$ cat config.mk
export PLATFORM = sky130hd
export DESIGN_NAME = cell_op_scheduler_flat
export DESIGN_NICKNAME = d
export VERILOG_FILES = /design/src/rtl/cell_op_scheduler_pkg.sv /design/src/rtl/cell_op_scheduler_if.sv /design/src/rtl/cell_op_scheduler_coord.sv /design/src/rtl/cell_op_scheduler.sv /design/src/flat_wrapper.sv
export SDC_FILE = /design/constraint.sdc
export NUM_CORES = 1
export LEC_CHECK = 0
export ABC_AREA = 1
export CAP_MARGIN = 20
export CORE_MARGIN = 4
export CORE_UTILIZATION = 50
export DETAILED_ROUTE_END_ITERATION = 10
export GPL_TIMING_DRIVEN = 0
export PLACE_DENSITY = 0.8
export SYNTH_ARGS = -nofsm -noshare
export SYNTH_HDL_FRONTEND = slang
export SYNTH_HIERARCHICAL = 1
export SYNTH_SLANG_ARGS = --single-unit
$ cat constraint.sdc
create_clock -name clk -period 3.5 [get_ports clk]
set_input_delay 0.875 -clock clk [delete_from_list [all_inputs] [get_ports clk]]
set_output_delay 0.875 -clock clk [all_outputs]
set_load 0.05 [all_outputs]
$ cat src/rtl/cell_op_scheduler_pkg.sv
// Shared opcode encoding, scheduler state encoding and operand-count helper
// for the cell processing path.
package cell_op_scheduler_pkg;

  localparam int unsigned OPCODE_ENC_W = 4;
  localparam int unsigned NUM_OPCODES  = 12;

  typedef enum logic [OPCODE_ENC_W-1:0] {
    OP_ADD   = 4'd0,
    OP_SUB   = 4'd1,
    OP_MULT  = 4'd2,
    OP_AND   = 4'd3,
    OP_OR    = 4'd4,
    OP_NOR   = 4'd5,
    OP_ADDI  = 4'd6,
    OP_SUBI  = 4'd7,
    OP_MULTI = 4'd8,
    OP_DIV2  = 4'd9,
    OP_INV   = 4'd10,
    OP_AVG   = 4'd11
  } opcodes_t;

  typedef enum logic [1:0] {
    IDLE  = 2'd0,
    ISSUE = 2'd1,
    DRAIN = 2'd2,
    DONE  = 2'd3
  } sched_state_t;

  // Two-image opcodes fetch image B alongside image A.
  function automatic logic needs_image_b(input opcodes_t op);
    case (op)
      OP_ADD, OP_SUB, OP_MULT, OP_AND, OP_OR, OP_NOR: return 1'b1;
      default:                                        return 1'b0;
    endcase
  endfunction

endpackage

$ cat src/rtl/cell_op_scheduler_if.sv
// Host instruction, cell request and result-return signals of the scheduler.
// master = scheduler side, slave = host / cell pipeline side.
interface cell_op_scheduler_if #(
  parameter int unsigned IMG_W    = 640,
  parameter int unsigned IMG_H    = 480,
  parameter int unsigned OPCODE_W = 4,
  parameter int unsigned CH_W     = 8
);
  localparam int unsigned XW = $clog2(IMG_W);
  localparam int unsigned YW = $clog2(IMG_H);

  logic                instr_valid;
  logic                instr_ready;
  logic [OPCODE_W-1:0] instr_opcode;
  logic [CH_W-1:0]     instr_user;
  logic                cell_req_valid;
  logic                cell_req_ready;
  logic [XW-1:0]       cell_req_x;
  logic [YW-1:0]       cell_req_y;
  logic                cell_req_dual;
  logic [OPCODE_W-1:0] cell_req_opcode;
  logic [CH_W-1:0]     cell_req_user;
  logic                res_valid;
  logic                busy;
  logic                done;
  logic                err_opcode;

  modport master (
    input  instr_valid, instr_opcode, instr_user, cell_req_ready, res_valid,
    output instr_ready, cell_req_valid, cell_req_x, cell_req_y, cell_req_dual,
           cell_req_opcode, cell_req_user, busy, done, err_opcode
  );

  modport slave (
    output instr_valid, instr_opcode, instr_user, cell_req_ready, res_valid,
    input  instr_ready, cell_req_valid, cell_req_x, cell_req_y, cell_req_dual,
           cell_req_opcode, cell_req_user, busy, done, err_opcode
  );

endinterface

$ cat src/rtl/cell_op_scheduler_coord.sv
// Raster-order top-left cell coordinate counter, x fastest; last flags the
// final valid cell position of the frame.
module cell_coord_counter #(
  parameter int unsigned IMG_W  = 640,
  parameter int unsigned IMG_H  = 480,
  parameter int unsigned CELL_N = 3
) (
  input  logic                       clk,
  input  logic                       rst,
  input  logic                       clr,
  input  logic                       adv,
  output logic [$clog2(IMG_W)-1:0]   x,
  output logic [$clog2(IMG_H)-1:0]   y,
  output logic                       last
);
  localparam int unsigned XW = $clog2(IMG_W);
  localparam int unsigned YW = $clog2(IMG_H);
  localparam logic [XW-1:0] XMAX = XW'(IMG_W - CELL_N);
  localparam logic [YW-1:0] YMAX = YW'(IMG_H - CELL_N);

  always_ff @(posedge clk or posedge rst) begin
    if (rst) begin
      x <= '0;
      y <= '0;
    end else if (clr) begin
      x <= '0;
      y <= '0;
    end else if (adv) begin
      if (x == XMAX) begin
        x <= '0;
        y <= (y == YMAX) ? '0 : y + YW'(1);
      end else begin
        x <= x + XW'(1);
      end
    end
  end

  assign last = (x == XMAX) && (y == YMAX);

endmodule

$ cat src/rtl/cell_op_scheduler.sv
// Sequences one instruction over every cell position of the frame, limiting
// cells in flight with a credit counter and signalling completion.
module cell_op_scheduler
  import cell_op_scheduler_pkg::*;
#(
  parameter int unsigned IMG_W     = 640,
  parameter int unsigned IMG_H     = 480,
  parameter int unsigned CELL_N    = 3,
  parameter int unsigned OPCODE_W  = 4,
  parameter int unsigned CH_W      = 8,
  parameter int unsigned MAX_OUTST = 4
) (
  input logic                 clk,
  input logic                 rst,
  cell_op_scheduler_if.master bus
);
  localparam int unsigned XW = $clog2(IMG_W);
  localparam int unsigned YW = $clog2(IMG_H);
  localparam int unsigned CW = $clog2(MAX_OUTST + 1);

  localparam logic [1:0] ST_IDLE  = IDLE;
  localparam logic [1:0] ST_ISSUE = ISSUE;
  localparam logic [1:0] ST_DRAIN = DRAIN;
  localparam logic [1:0] ST_DONE  = DONE;

  logic [1:0]    state, state_d;
  logic [CW-1:0] outst, outst_d;
  logic [XW-1:0] x;
  logic [YW-1:0] y;
  logic          last;
  logic          accept, illegal, hs, dec;

  assign accept  = bus.instr_valid && bus.instr_ready;
  assign illegal = bus.instr_opcode >= OPCODE_W'(NUM_OPCODES);
  assign hs      = bus.cell_req_valid && bus.cell_req_ready;
  // Returns with no cell in flight are stray and must not wrap the counter.
  assign dec     = bus.res_valid && (outst != '0);

  cell_coord_counter #(
    .IMG_W  (IMG_W),
    .IMG_H  (IMG_H),
    .CELL_N (CELL_N)
  ) u_coord (
    .clk  (clk),
    .rst  (rst),
    .clr  (accept),
    .adv  (hs),
    .x    (x),
    .y    (y),
    .last (last)
  );

  assign bus.cell_req_x = x;
  assign bus.cell_req_y = y;

  // Next state and next credit count; DRAIN exits on the edge where the count hits zero.
  always_comb begin
    state_d = state;
    outst_d = outst;
    if (hs && !dec) begin
      outst_d = outst + CW'(1);
    end else if (!hs && dec) begin
      outst_d = outst - CW'(1);
    end
    case (state)
      ST_IDLE:  if (accept && !illegal) state_d = ST_ISSUE;
      ST_ISSUE: if (hs && last)         state_d = ST_DRAIN;
      ST_DRAIN: if (outst_d == '0)      state_d = ST_DONE;
      ST_DONE:                          state_d = ST_IDLE;
      default:                          state_d = ST_IDLE;
    endcase
  end

  // State, credits and status outputs, all registered from next-state values.
  always_ff @(posedge clk or posedge rst) begin
    if (rst) begin
      state              <= ST_IDLE;
      outst              <= '0;
      bus.instr_ready    <= 1'b0;
      bus.cell_req_valid <= 1'b0;
      bus.busy           <= 1'b0;
      bus.done           <= 1'b0;
      bus.err_opcode     <= 1'b0;
    end else begin
      state              <= state_d;
      outst              <= outst_d;
      bus.instr_ready    <= (state_d == ST_IDLE);
      bus.cell_req_valid <= (state_d == ST_ISSUE) && (outst_d < CW'(MAX_OUTST));
      bus.busy           <= (state_d == ST_ISSUE) || (state_d == ST_DRAIN);
      bus.done           <= (state_d == ST_DONE);
      bus.err_opcode     <= accept && illegal;
    end
  end

  always_ff @(posedge clk or posedge rst) begin
    if (rst) begin
      bus.cell_req_opcode <= '0;
      bus.cell_req_user   <= '0;
      bus.cell_req_dual   <= 1'b0;
    end else if (accept && !illegal) begin
      bus.cell_req_opcode <= bus.instr_opcode;
      bus.cell_req_user   <= bus.instr_user;
      bus.cell_req_dual   <= needs_image_b(opcodes_t'(OPCODE_ENC_W'(bus.instr_opcode)));
    end
  end

endmodule

$ cat src/flat_wrapper.sv
// flat-port wrapper written by rule: the top's interface ports become plain ports
module cell_op_scheduler_flat import cell_op_scheduler_pkg::*;
#(
  parameter int unsigned IMG_W     = 640,
  parameter int unsigned IMG_H     = 480,
  parameter int unsigned CELL_N    = 3,
  parameter int unsigned OPCODE_W  = 4,
  parameter int unsigned CH_W      = 8,
  parameter int unsigned MAX_OUTST = 4
)
  (clk, rst, bus_instr_valid, bus_instr_opcode, bus_instr_user, bus_cell_req_ready, bus_res_valid, bus_instr_ready, bus_cell_req_valid, bus_cell_req_x, bus_cell_req_y, bus_cell_req_dual, bus_cell_req_opcode, bus_cell_req_user, bus_busy, bus_done, bus_err_opcode);
  cell_op_scheduler_if #(.IMG_W(IMG_W), .IMG_H(IMG_H), .OPCODE_W(OPCODE_W), .CH_W(CH_W)) bus_i ();
  input logic clk;
  input logic rst;
  input wire logic [$bits(bus_i.instr_valid)-1:0] bus_instr_valid;
  input wire logic [$bits(bus_i.instr_opcode)-1:0] bus_instr_opcode;
  input wire logic [$bits(bus_i.instr_user)-1:0] bus_instr_user;
  input wire logic [$bits(bus_i.cell_req_ready)-1:0] bus_cell_req_ready;
  input wire logic [$bits(bus_i.res_valid)-1:0] bus_res_valid;
  output wire logic [$bits(bus_i.instr_ready)-1:0] bus_instr_ready;
  output wire logic [$bits(bus_i.cell_req_valid)-1:0] bus_cell_req_valid;
  output wire logic [$bits(bus_i.cell_req_x)-1:0] bus_cell_req_x;
  output wire logic [$bits(bus_i.cell_req_y)-1:0] bus_cell_req_y;
  output wire logic [$bits(bus_i.cell_req_dual)-1:0] bus_cell_req_dual;
  output wire logic [$bits(bus_i.cell_req_opcode)-1:0] bus_cell_req_opcode;
  output wire logic [$bits(bus_i.cell_req_user)-1:0] bus_cell_req_user;
  output wire logic [$bits(bus_i.busy)-1:0] bus_busy;
  output wire logic [$bits(bus_i.done)-1:0] bus_done;
  output wire logic [$bits(bus_i.err_opcode)-1:0] bus_err_opcode;
  assign bus_i.instr_valid = bus_instr_valid;
  assign bus_i.instr_opcode = bus_instr_opcode;
  assign bus_i.instr_user = bus_instr_user;
  assign bus_i.cell_req_ready = bus_cell_req_ready;
  assign bus_i.res_valid = bus_res_valid;
  assign bus_instr_ready = bus_i.instr_ready;
  assign bus_cell_req_valid = bus_i.cell_req_valid;
  assign bus_cell_req_x = bus_i.cell_req_x;
  assign bus_cell_req_y = bus_i.cell_req_y;
  assign bus_cell_req_dual = bus_i.cell_req_dual;
  assign bus_cell_req_opcode = bus_i.cell_req_opcode;
  assign bus_cell_req_user = bus_i.cell_req_user;
  assign bus_busy = bus_i.busy;
  assign bus_done = bus_i.done;
  assign bus_err_opcode = bus_i.err_opcode;
  cell_op_scheduler #(.IMG_W(IMG_W), .IMG_H(IMG_H), .CELL_N(CELL_N), .OPCODE_W(OPCODE_W), .CH_W(CH_W), .MAX_OUTST(MAX_OUTST)) u_core (.clk(clk), .rst(rst), .bus(bus_i));
endmodule
; ---- Word level (Yosys, flattened, before mapping)
; Index checks and enable logic that the tools add are counted.
[totals]
register_bits = 42
in_bits = 17
out_inout_bits = 37
wordCells = 68
[classes]
addsub = 4
order_cmp = 2
n_eq_ne = 13
n_mux = 14
n_reduce_logical = 23
[op_table]
columns = op, n
row1 = 9-bit two-way mux, 4
row2 = 10-bit two-way mux, 3
row3 = 10-bit by 1-bit adder with 10-bit output (second input constant), 1
row4 = 10-bit == test (second input constant), 1
row5 = 1-bit logical AND, 10
row6 = 9-bit by 1-bit adder with 9-bit output (second input constant), 1
row7 = 9-bit == test (second input constant), 1
row8 = 2-bit == test (second input constant), 4
row9 = 4-bit by 2-bit == test with 1-bit output (second input constant), 2
row10 = 4-bit by 3-bit == test with 1-bit output (second input constant), 2
row11 = 2-bit case mux with 4 select lines, 1
row12 = 2-bit two-way mux, 3
row13 = 3-bit two-way mux, 2
row14 = 6-bit OR reduction, 1
row15 = 2-bit by 1-bit == test with 1-bit output (second input constant), 2
row16 = 4-bit by 1-bit == test with 1-bit output (second input constant), 1
row17 = 4-bit greater-or-equal comparator (second input constant), 1
row18 = 2-bit logical NOT, 2
row19 = 4-bit logical NOT, 1
row20 = 2-bit nonzero test, 2
row21 = 3-bit by 1-bit adder with 3-bit output (second input constant), 1
row22 = 1-bit logical NOT, 3
row23 = 3-bit logical NOT, 1
row24 = 3-bit < comparator (second input constant), 1
row25 = other kinds (5), 5

; ---- Depth between registers and ports, before layout
[depth]
depth_word = 10
depth_mapped = 14
depth_no_buf = 14

; ---- Modules after synthesis
; The synthesis kept the hierarchy.
[by_module_without_submodules]
columns = mod, instances, cells_per_inst, area_per_inst_um2, seq_area_each_um2
row1 = cell_coord_counter, 1, 178, 1278.7, 475.5
row2 = cell_op_scheduler, 1, 123, 1078.5, 575.6

; ---- Least setup slack after synthesis
; Ideal clock, no wire load.
[synth_path]
path_type = reg2reg
startpoint = reg u_core.u_coord.x[0]
endpoint = reg u_core.bus.busy
setup_ns = 0.113
arrival_time_ns = 2.034
t_required_ns = 3.387
slack_ns = 1.354
stages_incl_launch_ff = 11
n_path_buf = 0
synth_period_minus_slack_ns = 2.146
cell_sequence = dfrtp_1 -> ha_1 -> nand2_2 -> nor2_4 -> nand4_4 -> nor2_1 -> nand2_1 -> o21ai_0 -> a21oi_2 -> ha_1 -> inv_1
[synth_between]
elab_chain_len = 7
word_cells_on_any_way = 8
classes_between = eq/ne (3) / mux (2) / reduce/logical (3)
[synth_lines]
columns = item, line_no
row1 = start: declaration, cell_op_scheduler_coord.sv:12  ; output logic [$clog2(IMG_W)-1:0] x,
row2 = start signal: assignment, cell_op_scheduler_coord.sv:33  ; x <= x + XW'(1);
row3 = 10-bit == test *, cell_op_scheduler_coord.sv:38  ; assign last = (x == XMAX) && (y == YMAX);
row4 = 1-bit logical AND *, cell_op_scheduler_coord.sv:38
row5 = via u_core.last, cell_op_scheduler.sv:30  ; logic last;
row6 = 1-bit logical AND *, cell_op_scheduler.sv:67  ; ST_ISSUE: if (hs && last) state_d = ST_DRAIN;
row7 = 2-bit two-way mux *, cell_op_scheduler.sv:67
row8 = 2-bit case mux with 4 select lines *, cell_op_scheduler.sv:65  ; case (state)
row9 = via u_core.state_d[0], cell_op_scheduler.sv:26  ; logic [1:0] state, state_d;
row10 = 2-bit by 1-bit == test with 1-bit output / 2-bit == test (equally long branches), cell_op_scheduler.sv:89  ; bus.busy <= (state_d == ST_ISSUE) || (state_d == ST_DRAIN);
row11 = 1-bit logical OR *, cell_op_scheduler.sv:89
row12 = end signal: assignment, cell_op_scheduler.sv:89
row13 = end: declaration, cell_op_scheduler_if.sv:31  ; cell_req_opcode, cell_req_user, busy, done, err_opcode
; The timed path passes the listed nets; every way through them passes the cells marked *.
; A chain may end at the register's enable or synchronous reset.

; ---- Final worst setup path
[layout_path]
startpoint = reg u_core.u_coord.y[3]
endpoint = out bus_cell_req_y[3]
[layout_lines]
columns = item, line_no
row1 = start: declaration, cell_op_scheduler_coord.sv:13  ; output logic [$clog2(IMG_H)-1:0] y,
row2 = start signal: assignment, cell_op_scheduler_coord.sv:31  ; y <= (y == YMAX) ? '0 : y + YW'(1);
row3 = end: declaration, flat_wrapper.sv:23  ; output wire logic [$bits(bus_i.cell_req_y)-1:0] bus_cell_req_y;
; No word-level cell between the ends.

==> results by stage <==
Logic synthesis:
- The fraction of the mapped netlist area in compound gates is 3.82%.
- The number of synthesis warnings is 6.
- Summing every instance area after synthesis gives 0.00236 mm^2.
- The synthesized instance count is 301.
- The share of flip-flops with an asynchronous set or reset after synthesis is 100%.
- By area the synthesized netlist is led by dfrtp_1 45%, nand2_1 16%, inv_1 6.4%.
- The dominant combinational cell family by area after synthesis is simple AND/OR/NAND/NOR gates.
- The number of enable flip-flop cells after synthesis is 0.
- The number of nets produced by synthesis is 328.
- The synthesized design devotes to its leading area cell type 44.6% of total area.
- The number of distinct library cell variants in the gate-level netlist after synthesis is 26.
- The XOR/XNOR share of the synthesized area is 0.743%.
- The post-synthesis sequential element count is 42.
- The most frequently used flop master after synthesis is dfrtp_1.
- After Yosys synthesis, and, or, nand and nor cells account for 37.2% of the synthesized area.
- Of the post-synthesis cell area, the part taken by muxes is 0%.
- The sequential-to-total area share from yosys stat is 44.6%.
- After synthesis, the mean cell area works out to 7.83 um^2.
- The largest total area in the synthesized netlist belongs to dfrtp_1.
- The adder and majority gate portion of the synthesized area is 5.31%.

Timing:
- The worst hold margin is 0.482 ns.
- The worst-case headroom to the max-slew limit is 42.2%.
- Derived from the worst setup path, the maximum achievable clock frequency is 402 MHz.
- The final setup TNS is 0 ns.
- The count of endpoints failing hold in the final timing report is 0.
- The max-slew violation total from the final report is 0.
- The final number of setup-violating endpoints is 0.
- The worst setup skew after layout is 0.00341 ns.
- At the pin with the least slew margin, the transition time is 0.867 ns.
- Subtracting the final worst setup slack from the clock period gives 2.49 ns.
- Setup repair after global routing left no endpoint under its margin.
- The period utilization is 71.1%.

Clock tree:
- The tree is rooted in a clkbuf_8.
- The number of cells upsized or downsized after cts is 0.
- The insertion delay to the later sink of the worst-skew pair is 0.29 ns.
- The CTS H-tree depth is 2.
- Buffers added to address setup during post-CTS repair amount to 0.
- The count of hold buffers inserted by post-cts repair is 0.
- The CTS buffer count is 5.
- The maximum number of buffers from clock root to sink is 2.
- The clock tree from TritonCTS is built.
- The number of sinks on the clock net is 42.
- After clock tree synthesis, the clock-pin slew on the worst setup and hold paths is 0.08 ns.

Critical path:
- For the worst setup path, the data required time is 2.62 ns.
- The slowest cell on the critical path is clkdlybuf4s50_1.
- The critical path ends at bus_cell_req_y[3].
- In this run the critical register-to-register path is launched from u_core/u_coord/x[1].
- In this run the register-to-register setup slack is 1.51 ns.
- STA classifies the critical path startpoint as a flip-flop.
- The worst endpoint data arrival time is 1.61 ns.
- The count of buffer and inverter cells on the critical path is 1.
- The largest single stage delay on the critical path is 0.85 ns.
- The worst flop-to-flop path endpoint is u_core/bus.busy.
- Traced cell by cell, the critical path runs through clkdlybuf4s50_1.
- The number of cells on the worst reg-to-reg path is 11.
- The maximum net fanout on the critical path is 7.
- The category of the critical setup timing path is flip-flop to output pin.
- The kind of capture point of the worst setup path is an output pin.
- In this run the number of cells on the critical path is 1.
- The most critical setup path has its startpoint at u_core/u_coord/y[3].
- Among cell families on the critical path, the largest total delay comes from buffers and inverters.

Placement:
- Detailed placement ended at an HPWL of 3700 um.
- The number of cells after detailed placement is 406.
- The count of input and output buffers is 53.
- The final estimated routing congestion in global placement is 0.843.

Power and ir drop:
- In this run the power density over the cells is 759 mW/mm^2.
- The worst IR drop on VDD is 0.542 mV.
- The analysis attributes to cell leakage a power of 1.56 nW.

Status:
- The run finished with clean final reports.

Floorplan:
- The height of the die is 76.7 um.
- The die covers 0.00588 mm^2.
- The core footprint is 0.00444 mm^2.
- The floorplan has 24 rows.
- The starting utilization of the core area is 53.0%.
- Pin placement for this block handled 54 I/O pins.
- The floorplan step set the die width to 76.7 um.

Final layout:
- The number of inserted diodes is 0.
- The most common cell after layout, fill and taps aside is nand2_1.
- The library cells used most frequently in the layout, excluding fill and tap cells, are 100 x nand2_1, 53 x clkdlybuf4s50_1, 42 x dfrtp_1.
- The share of layout cells above drive strength 1 is 14.1%.
- The net count of the finished layout is 388.
- The final standard cell count with taps included and fillers excluded is 414.
- Relative to the synthesized area, the layout overhead comes to 29.9%.

Hold path:
- In this run the most critical hold path is launched from u_core/bus.cell_req_user[2].
- The worst min-delay path category is flip-flop to flip-flop.

Global route:
- The number of antenna violations at the first check in global routing is 0.
- The largest net degree at the start of global routing is 24.
- The global route total overflow is 0.
- The via count of the first global-routing pass is 1980.
- The first-pass GRT wire length is 8650 um.
- The global router's overall resource usage is 17.8%.

Route:
- The post-detailed-route DRC marker count is 0.
- The sum of routed wire length over all layers is 4930 um.
- In the final routed layout, each cell accounts on average for 11.9 um.
- The via total after detailed routing is 2033.
- The total iterations of the first detailed-routing run is 4.
- The detailed router finished its first iteration with 108 violations.
- Once detail routing completed, the nets flagged for antenna violations numbered 0.
- The vias per cell is 4.91.

Job:
- The number of max-cap violations is 0.
## logic make-up after synthesis
group / count (synthesis)
simple gates: 185
flops: 42
buf+inv: 48
compound gates: 14
xor+xnor: 2
fa+ha+maj: 10
## metal layers
metal / global-route usage [%] / share of wire (%) / vias up / wire length, um
met1: 21.6 / 44 / 932 / 2190
met3: 6.09 / 6.8 / 4 / 334
met2: 30.3 / 48 / 53 / 2370
met4: 4.17 / 0.69 / 0 / 34
li1: - / - / 1044 / -
met5: 0 / 0 / - / 0
## layout make-up
class                      count  area, um^2
sequential                    42        1050
clock inverter                 3        40.0
timing repair buffer          53         531
inverter                      45         169
tap                           52        65.1
fill                         348        1380
clock buffer                   5        68.8
buffer                         3        27.5
multi-input combinational    211        1110
## state kept, by name (all words and copies together) (netlist names)
register                    count
u_core/bus.cell_req_opcode      4
u_core/bus.cell_req_user        8
u_core/bus.busy                 1
u_core/state                    2
u_core/outst                    3
u_core/u_coord/y                9
u_core/bus.cell_req_valid       1
u_core/bus.instr_ready          1
u_core/u_coord/x               10
u_core/bus.err_opcode           1
u_core/bus.cell_req_dual        1
u_core/bus.done                 1
## how the worst min path moves through the flow
| stage | cells past startpoint | to |
|---|---|---|
| after global routing | 2 | u_core/bus.cell_req_user[0] |
| after detailed placement | 2 | u_core/bus.cell_req_user[2] |
| after floorplan | 2 | u_core/outst[2] |
| after CTS | 2 | u_core/bus.cell_req_user[2] |
| after global placement | 2 | u_core/bus.cell_req_user[0] |
| final | 2 | u_core/bus.cell_req_user[2] |
## power breakdown
part           internal [W]  total (W)  switching (W)
clock              0.000210   0.000379       0.000169
sequential         0.000629   0.000751       0.000122
combinational      0.000396    0.00119       0.000797
## through the flow
stage / utilization (%) / cell area [um^2] / setup slack, ns / total power (W)
after floorplan: - / 2360 / 1.35 / 0.00158
after global placement: 66.4 / 2950 / 0.984 / 0.00193
after detailed placement: 66.4 / 2950 / 0.936 / 0.00195
after CTS: 68.9 / 3060 / 0.996 / 0.00235
after global routing: 68.9 / 3060 / 0.939 / 0.00247
final: 68.9 / 3060 / 1.01 / 0.00232
## synth_stat cells, types with 5 or more instances
master	count
nor2_1	27
nand3_1	19
nand4_1	5
nand2_2	11
nand2_1	100
inv_2	5
ha_1	10
o21ai_0	5
inv_1	40
dfrtp_1	42
nor2_2	8
nor2_4	5
No activity file was read; power rests on OpenSTA's default activity.
